===== src/rtl/multicycle_controller.sv =====
// Sequencing control FSM for the multicycle MIPS datapath; outputs decoded from state (plus mem_ready/opcode).
// Latency 2..5 cycles per instruction; FETCH, MEM_RD and MEM_WR stall while mem_ready is low.
module multicycle_controller #(
    parameter bit SUPPORT_EXT = 1'b1,
    parameter int CNT_W       = 32
) (
    input  logic             clk,
    input  logic             rst,
    input  logic [5:0]       opcode,
    input  logic             mem_ready,
    output logic             pc_write,
    output logic             branch,
    output logic             branch_ne,
    output logic             ir_write,
    output logic             iord,
    output logic             mem_read,
    output logic             mem_write,
    output logic             reg_write,
    output logic             reg_dest,
    output logic             memtoreg,
    output logic             alu_src_a,
    output logic [1:0]       alu_src_b,
    output logic [2:0]       alu_op,
    output logic             imm_zext,
    output logic [1:0]       pc_src,
    output logic             illegal,
    output logic             instr_done,
    output logic [CNT_W-1:0] retired,
    output logic [3:0]       state
);

    typedef enum logic [3:0] {
        S_FETCH   = 4'd0,
        S_DECODE  = 4'd1,
        S_MEM_ADR = 4'd2,
        S_MEM_RD  = 4'd3,
        S_MEM_WB  = 4'd4,
        S_MEM_WR  = 4'd5,
        S_R_EXEC  = 4'd6,
        S_ALU_WB  = 4'd7,
        S_BRANCH  = 4'd8,
        S_I_EXEC  = 4'd9,
        S_I_WB    = 4'd10,
        S_JUMP    = 4'd11
    } state_t;

    localparam logic [5:0] OP_RTYPE = 6'b000000;
    localparam logic [5:0] OP_J     = 6'b000010;
    localparam logic [5:0] OP_BEQ   = 6'b000100;
    localparam logic [5:0] OP_BNE   = 6'b000101;
    localparam logic [5:0] OP_ADDI  = 6'b001000;
    localparam logic [5:0] OP_ANDI  = 6'b001100;
    localparam logic [5:0] OP_ORI   = 6'b001101;
    localparam logic [5:0] OP_LW    = 6'b100011;
    localparam logic [5:0] OP_SW    = 6'b101011;

    state_t state_q, state_d;

    always_ff @(posedge clk or posedge rst) begin
        if (rst) begin
            state_q <= S_FETCH;
            retired <= '0;
        end else begin
            state_q <= state_d;
            if (instr_done) retired <= retired + CNT_W'(1);
        end
    end

    assign state = state_q;

    always_comb begin
        state_d    = S_FETCH;
        pc_write   = 1'b0;
        branch     = 1'b0;
        branch_ne  = 1'b0;
        ir_write   = 1'b0;
        iord       = 1'b0;
        mem_read   = 1'b0;
        mem_write  = 1'b0;
        reg_write  = 1'b0;
        reg_dest   = 1'b0;
        memtoreg   = 1'b0;
        alu_src_a  = 1'b0;
        alu_src_b  = 2'b00;
        alu_op     = 3'b000;
        imm_zext   = 1'b0;
        pc_src     = 2'b00;
        illegal    = 1'b0;
        instr_done = 1'b0;

        case (state_q)
            S_FETCH: begin
                mem_read  = 1'b1;
                alu_src_b = 2'b01;
                ir_write  = mem_ready;
                pc_write  = mem_ready;
                state_d   = mem_ready ? S_DECODE : S_FETCH;
            end
            S_DECODE: begin
                // ALU precomputes PC + (imm << 2) so BRANCH can use ALUOut
                alu_src_b = 2'b11;
                case (opcode)
                    OP_LW, OP_SW:    state_d = S_MEM_ADR;
                    OP_RTYPE:        state_d = S_R_EXEC;
                    OP_BEQ:          state_d = S_BRANCH;
                    OP_BNE:          state_d = SUPPORT_EXT ? S_BRANCH : S_FETCH;
                    OP_ADDI:         state_d = S_I_EXEC;
                    OP_ANDI, OP_ORI: state_d = SUPPORT_EXT ? S_I_EXEC : S_FETCH;
                    OP_J:            state_d = S_JUMP;
                    default:         state_d = S_FETCH;
                endcase
                illegal = (state_d == S_FETCH);
            end
            S_MEM_ADR: begin
                alu_src_a = 1'b1;
                alu_src_b = 2'b10;
                state_d   = (opcode == OP_SW) ? S_MEM_WR : S_MEM_RD;
            end
            S_MEM_RD: begin
                iord     = 1'b1;
                mem_read = 1'b1;
                state_d  = mem_ready ? S_MEM_WB : S_MEM_RD;
            end
            S_MEM_WB: begin
                reg_write  = 1'b1;
                memtoreg   = 1'b1;
                instr_done = 1'b1;
            end
            S_MEM_WR: begin
                iord       = 1'b1;
                mem_write  = 1'b1;
                instr_done = mem_ready;
                state_d    = mem_ready ? S_FETCH : S_MEM_WR;
            end
            S_R_EXEC: begin
                alu_src_a = 1'b1;
                alu_op    = 3'b010;
                state_d   = S_ALU_WB;
            end
            S_ALU_WB: begin
                reg_write  = 1'b1;
                reg_dest   = 1'b1;
                instr_done = 1'b1;
            end
            S_BRANCH: begin
                alu_src_a  = 1'b1;
                alu_op     = 3'b001;
                pc_src     = 2'b01;
                branch     = (opcode == OP_BEQ);
                branch_ne  = SUPPORT_EXT && (opcode == OP_BNE);
                instr_done = 1'b1;
            end
            S_I_EXEC: begin
                alu_src_a = 1'b1;
                alu_src_b = 2'b10;
                if (SUPPORT_EXT && opcode == OP_ANDI) begin
                    alu_op   = 3'b011;
                    imm_zext = 1'b1;
                end else if (SUPPORT_EXT && opcode == OP_ORI) begin
                    alu_op   = 3'b100;
                    imm_zext = 1'b1;
                end
                state_d = S_I_WB;
            end
            S_I_WB: begin
                reg_write  = 1'b1;
                instr_done = 1'b1;
            end
            S_JUMP: begin
                pc_write   = 1'b1;
                pc_src     = 2'b10;
                instr_done = 1'b1;
            end
            // Unused encodings recover to FETCH without counting as a retirement
            default: state_d = S_FETCH;
        endcase

        // Reset kills every strobe combinationally so an aborted access cannot commit
        if (rst) begin
            pc_write   = 1'b0;
            ir_write   = 1'b0;
            mem_read   = 1'b0;
            mem_write  = 1'b0;
            reg_write  = 1'b0;
            branch     = 1'b0;
            branch_ne  = 1'b0;
            illegal    = 1'b0;
            instr_done = 1'b0;
        end
    end

endmodule

===== config.mk =====
export PLATFORM = sky130hd
export DESIGN_NAME = multicycle_controller
export DESIGN_NICKNAME = d
export VERILOG_FILES = /design/src/rtl/multicycle_controller.sv
export SDC_FILE = /design/constraint.sdc
export NUM_CORES = 1
export LEC_CHECK = 0
export BUFFER_PORTS_ARGS = -buffer_cell sky130_fd_sc_hd__buf_2
export CORE_MARGIN = 5
export CORE_UTILIZATION = 35
export DETAILED_ROUTE_END_ITERATION = 6
export HOLD_SLACK_MARGIN = 0.06
export PLACE_DENSITY = 0.7
export SYNTH_ARGS = -nofsm -noshare
export SYNTH_HDL_FRONTEND = slang
export SYNTH_SLANG_ARGS = --single-unit

===== constraint.sdc =====
create_clock -name clk -period 1.8 [get_ports clk]
set_input_delay 0.18 -clock clk [delete_from_list [all_inputs] [get_ports clk]]
set_output_delay 0.18 -clock clk [all_outputs]
set_load 0.01 [all_outputs]

## Yosys cells after proc, flatten, opt, wreduce, memory -nomap -nowiden

Index checks and enable logic that the tools add are counted.

| word-level totals | value |
|---|---|
| register bits | 36 |
| input port bits | 9 |

| cells by class | value |
|---|---|
| $add $sub $neg | 1 |
| equal/unequal tests | 19 |
| mux-type cells | 37 |
| reductions and logical operators | 12 |

Operator list:

| kind | number |
|---|---|
| $add A32 B1 Y32 const B | 1 |
| $pmux W4 S7 | 1 |
| $mux W1 | 24 |
| $pmux W4 S5 | 1 |
| $eq A6 B4 Y1 const B | 3 |
| $eq A4 B3 Y1 const B | 4 |
| $eq A4 B4 Y1 const B | 4 |
| $mux W3 | 5 |
| $eq A6 B3 Y1 const B | 2 |
| $eq A6 B6 Y1 const B | 2 |
| $reduce_or A2 Y1 | 5 |
| $pmux W3 S3 | 1 |
| $eq A4 B2 Y1 const B | 2 |
| $logic_not A4 Y1 | 2 |
| $eq A6 B2 Y1 const B | 1 |
| $logic_not A6 Y1 | 1 |
| $pmux W2 S3 | 1 |
| $reduce_or A3 Y1 | 2 |
| $reduce_or A5 Y1 | 1 |
| $eq A4 B1 Y1 const B | 1 |
| $mux W4 | 1 |
| $pmux W1 S2 | 2 |
| $pmux W2 S2 | 1 |
| $reduce_or A4 Y1 | 1 |

## Logic depth before layout (Yosys ltp)

| logic depth | value |
|---|---|
| depth in word-level cells | 7 |
| gate-level depth with buffers | 6 |
| mapped depth without buffers | 5 |

## Least setup slack after synthesis

OpenSTA, ideal clock, no wires.

| path | value |
|---|---|
| path type | register to output |
| start point | register state_q[2] (netlist: state[2]) |
| end point | output port illegal |
| data arrival time | 1.604 ns |
| required time | 1.620 ns |
| path slack | 0.016 ns |
| stages on the path, launching flop included | 5 |
| path through | dfrtp_1 -> clkbuf_1 -> nor3_1 -> nand2_1 -> a2111oi_0 |

| between the ends | value |
|---|---|
| cells in the longest elaborated chain, start to end | 3 |

Ends and longest elaborated chain:

| element | line | text |
|---|---|---|
| start: declaration | 57 | `state_t state_q, state_d;` |
| start signal: assignment | 64 | `state_q <= state_d;` |
| $eq A4 B1 Y1 | 91 | `case (state_q)` |
| $mux W1 | 91 |  |
| $mux W1 | 179 | `if (rst) begin` |
| end: declaration | 26 | `output logic illegal,` |

Every way passes these cells.

## Worst setup path in the final report

| path | value |
|---|---|
| start point | register state_q[1] (netlist: state[1]) |
| end point | output port illegal |

The elaborated chain is that of the path after synthesis.

==> flow_metrics.tcl <==
set metrics [dict create \
    status "finished with violations" \
    failed_checks "setup timing" \
    r2r_slack_ns 0.04 \
    synth_compound_area_frac 0.0748 \
    fin_crit_sh 1.04 \
    numCtsBuffers 5 \
    r2r_end "retired[17]$_DFFE_PP0P_" \
    maxSlewViolCount 0 \
    synth.cell_area_um2 2040 \
    cts_root_buf "clkbuf_8" \
    power_frac_comb 0.430 \
    skew_ns 0.00463 \
    drv_cap 0 \
    fp.dieArea_um2 7460 \
    p_sw_mw 0.934 \
    synth-adder-area-share 0.00613 \
    switching_share 0.361 \
    vias 2029 \
    peakVddDrop_v 0.000777 \
    wl_um 5650 \
    syn_area_per_cell_um2 9.03 \
    reg2reg_from "state[2]$_DFF_PP0_" \
    synth_top_area_frac 0.441 \
    synth_edf_count 0 \
    die_h_um 86.4 \
    tns_ns -0.0838 \
    cts_sinks 36 \
    critPathKind "reg -> out" \
    viasPerCell 5.03 \
    die_w_um 86.4 \
    max_freq_mhz 536 \
    p_int_mw 1.65 \
    p_leak_nw 1.56 \
    cts_tree "done" \
    fin_nets 341 \
    drtIter0Drc 68 \
    synth.distinct_cells 34 \
    fp.coreArea_um2 5570 \
    fin_area_um2 3000 \
    grt_pass1_wl_um 9480 \
    async_flop_share 1.00 \
    pin_count 66 \
    place_ws_ns 0.0439 \
    syn_nets 236 \
    cp.required_ns 1.62 \
    drtAntennaViolNets 0 \
    synth_xor_area_frac 0.137 \
    slew_headroom 0.691 \
    synth-simple-area-share 0.300 \
    dr.pass1.iters 4 \
    dpl_cell_area_um2 2620 \
    worst_pin_slew_ns 0.459 \
    yosys_warnings 0 \
    grt_overflow 0 \
    netlist_top_cells_area "dfrtp_1 (44%), xor2_1 (9.4%), nor3_1 (5.4%)" \
    postLayoutSetupSlackWorst_ns -0.0642 \
    floorplan.initialDensity 0.366 \
    end_kind "primary output" \
    finalPower_mw 2.59 \
    routedWlPerCell_um 14.0 \
    finalSetupViolCount 2 \
    rows 27 \
    synth_top_family_by_area "simple AND/OR/NAND/NOR gates" \
    crit_start "state[1]$_DFF_PP0_" \
    syn2layout_area_growth_pct 47.1 \
    fin_crit_ns 1.86 \
    crit_path_end "illegal" \
    crit_fanout 3 \
    clk_latency_ns 0.28 \
    critPathLaunchType "flop" \
    p_seq_frac 0.364 \
    rsz0062_at_grt "true" \
    ys_ff_latch 36 \
    synthMuxAreaShare 0.0159 \
    p_clk_frac 0.207 \
    fillers 506 \
    hp-class "in -> async" \
    yosys.area.top_type "dfrtp_1" \
    dp_hpwl_um 4040 \
    cp.arrival_ns 1.68 \
    ctsHtreeMaxLevel 2 \
    drive_gt1_frac 0.441 \
    powerDensity_nw_per_um2 862 \
    synthFlopType "dfrtp_1" \
    grt_pass1_vias 2052 \
    clk_pin_slew_ns 0.06 \
    grt_antenna_before_repair 0 \
    num_antenna_cells 0 \
    synth_cells 226 \
    drcViolationCount 0 \
    place_congestion 0.787 \
    clockBufferDepth 2 \
    io_buffers 65 \
    grt_max_degree 37 \
    synth-seq-area-share 0.441 \
    track_usage 0.156 \
    timing.hold.ws_ns 0.148 \
    ff2ff_path_depth 7 \
    hold_viol_final 0 \
]
-- power groups by stage --
| stage | registers [mW] | clock network (mW) | logic [mW] |
|---|---|---|---|
| after floorplan | 0.980 | 0 | 0.479 |
| after detailed placement | 0.943 | 0 | 0.863 |
| after global routing | 0.947 | 0.588 | 1.23 |
| after CTS | 0.932 | 0.553 | 0.986 |
| after global placement | 0.936 | 0 | 0.857 |
| final | 0.940 | 0.535 | 1.11 |
-- kinds of logic after synthesis --
| logic type | after synthesis |
|---|---|
| DFF | 36 |
| xor gates and xnor gates | 32 |
| adders and majority gates | 1 |
| muxes | 3 |
| AOI/OAI and AO/OA | 23 |
| buffers and inverters | 13 |
| and+or+nand+nor | 118 |
-- routing by layer --
| layer | track usage | share of wire |
|---|---|---|
| met1 | 0.190 | 0.42 |
| met2 | 0.267 | 0.50 |
| met3 | 0.0437 | 0.065 |
| met4 | 0.0496 | 0.019 |
| met5 | 0 | 0 |
-- flip-flops by register name, indices dropped and copies added (netlist names) --
signal / flops
state: 4
retired: 32
-- through the flow --
step | utilization | cells
floorplan | - | 226
global placement | 0.470 | 382
detailed placement | 0.470 | 382
CTS | 0.501 | 396
global route | 0.538 | 403
finish | 0.538 | 403
-- Yosys cell counts, types with 2 or more instances --
cell / instances
o22ai_1: 2
xor2_1: 22
nand3_1: 8
and3_1: 5
a21oi_1: 7
o21a_1: 2
o21ai_0: 5
inv_1: 7
nand2_1: 20
nor3b_1: 2
nor4_2: 2
mux2_2: 2
nand4_1: 15
nor3_1: 22
nand2b_1: 7
nor2_1: 28
and2_1: 2
dfrtp_1: 36
xnor2_1: 10
clkbuf_1: 5
nor2b_1: 3
nand4_2: 2
-- what timing repair did --
action | in CTS | in global routing
pin swaps | 4 | 12
setup endpoints to repair | 9 | 24
hold buffers | 0 | 0
buffers inserted | 7 | 8
endpoints found under the hold margin | 0 | 0
gates resized for setup | 11 | 32
-- critical path: stages (launching register included) --
cell and delay [ns]:
dfrtp_1 0.41, buf_4 0.15, nor2b_2 0.18, buf_4 0.15, nand2_1 0.04, a2111oi_1 0.27, buf_2 0.20
-- layout by cell type (no fill, tap or decap), drive strengths merged, types with 3 or more instances in the layout --
master / synthesis / layout
a21oi: 7 / 7
and3: 5 / 5
buf: 1 / 104
clkbuf: 5 / 6
dfrtp: 36 / 36
inv: 7 / 7
nand2: 20 / 20
nand2b: 7 / 7
nand3: 8 / 8
nand4: 17 / 17
nor2: 28 / 28
nor2b: 3 / 3
nor3: 22 / 22
o21ai: 6 / 6
xnor2: 10 / 10
xor2: 22 / 22
-- worst min path at each step --
| stage | cells past startpoint | slack [ns] | end | start |
|---|---|---|---|---|
| after floorplan | 1 | 0.36 | retired[0]$_DFFE_PP0P_ | rst |
| after global placement | 3 | 0.43 | state[3]$_DFF_PP0_ | rst |
| after detailed placement | 3 | 0.44 | state[3]$_DFF_PP0_ | rst |
| after CTS | 3 | 0.15 | state[2]$_DFF_PP0_ | rst |
| after global routing | 3 | 0.23 | retired[6]$_DFFE_PP0P_ | rst |
| final | 3 | 0.15 | state[3]$_DFF_PP0_ | rst |
-- final cells by class --
type	instances	area (µm²)	area share
multi-input combinational	177	1270	0.422
clock buffer	6	72.6	0.0242
inverter	7	26.3	0.00875
tap	72	90.1	0.0300
timing repair buffer	104	639	0.213
clock inverter	1	5.00	0.00167
sequential	36	901	0.300
No activity file was read; power rests on OpenSTA's default activity.
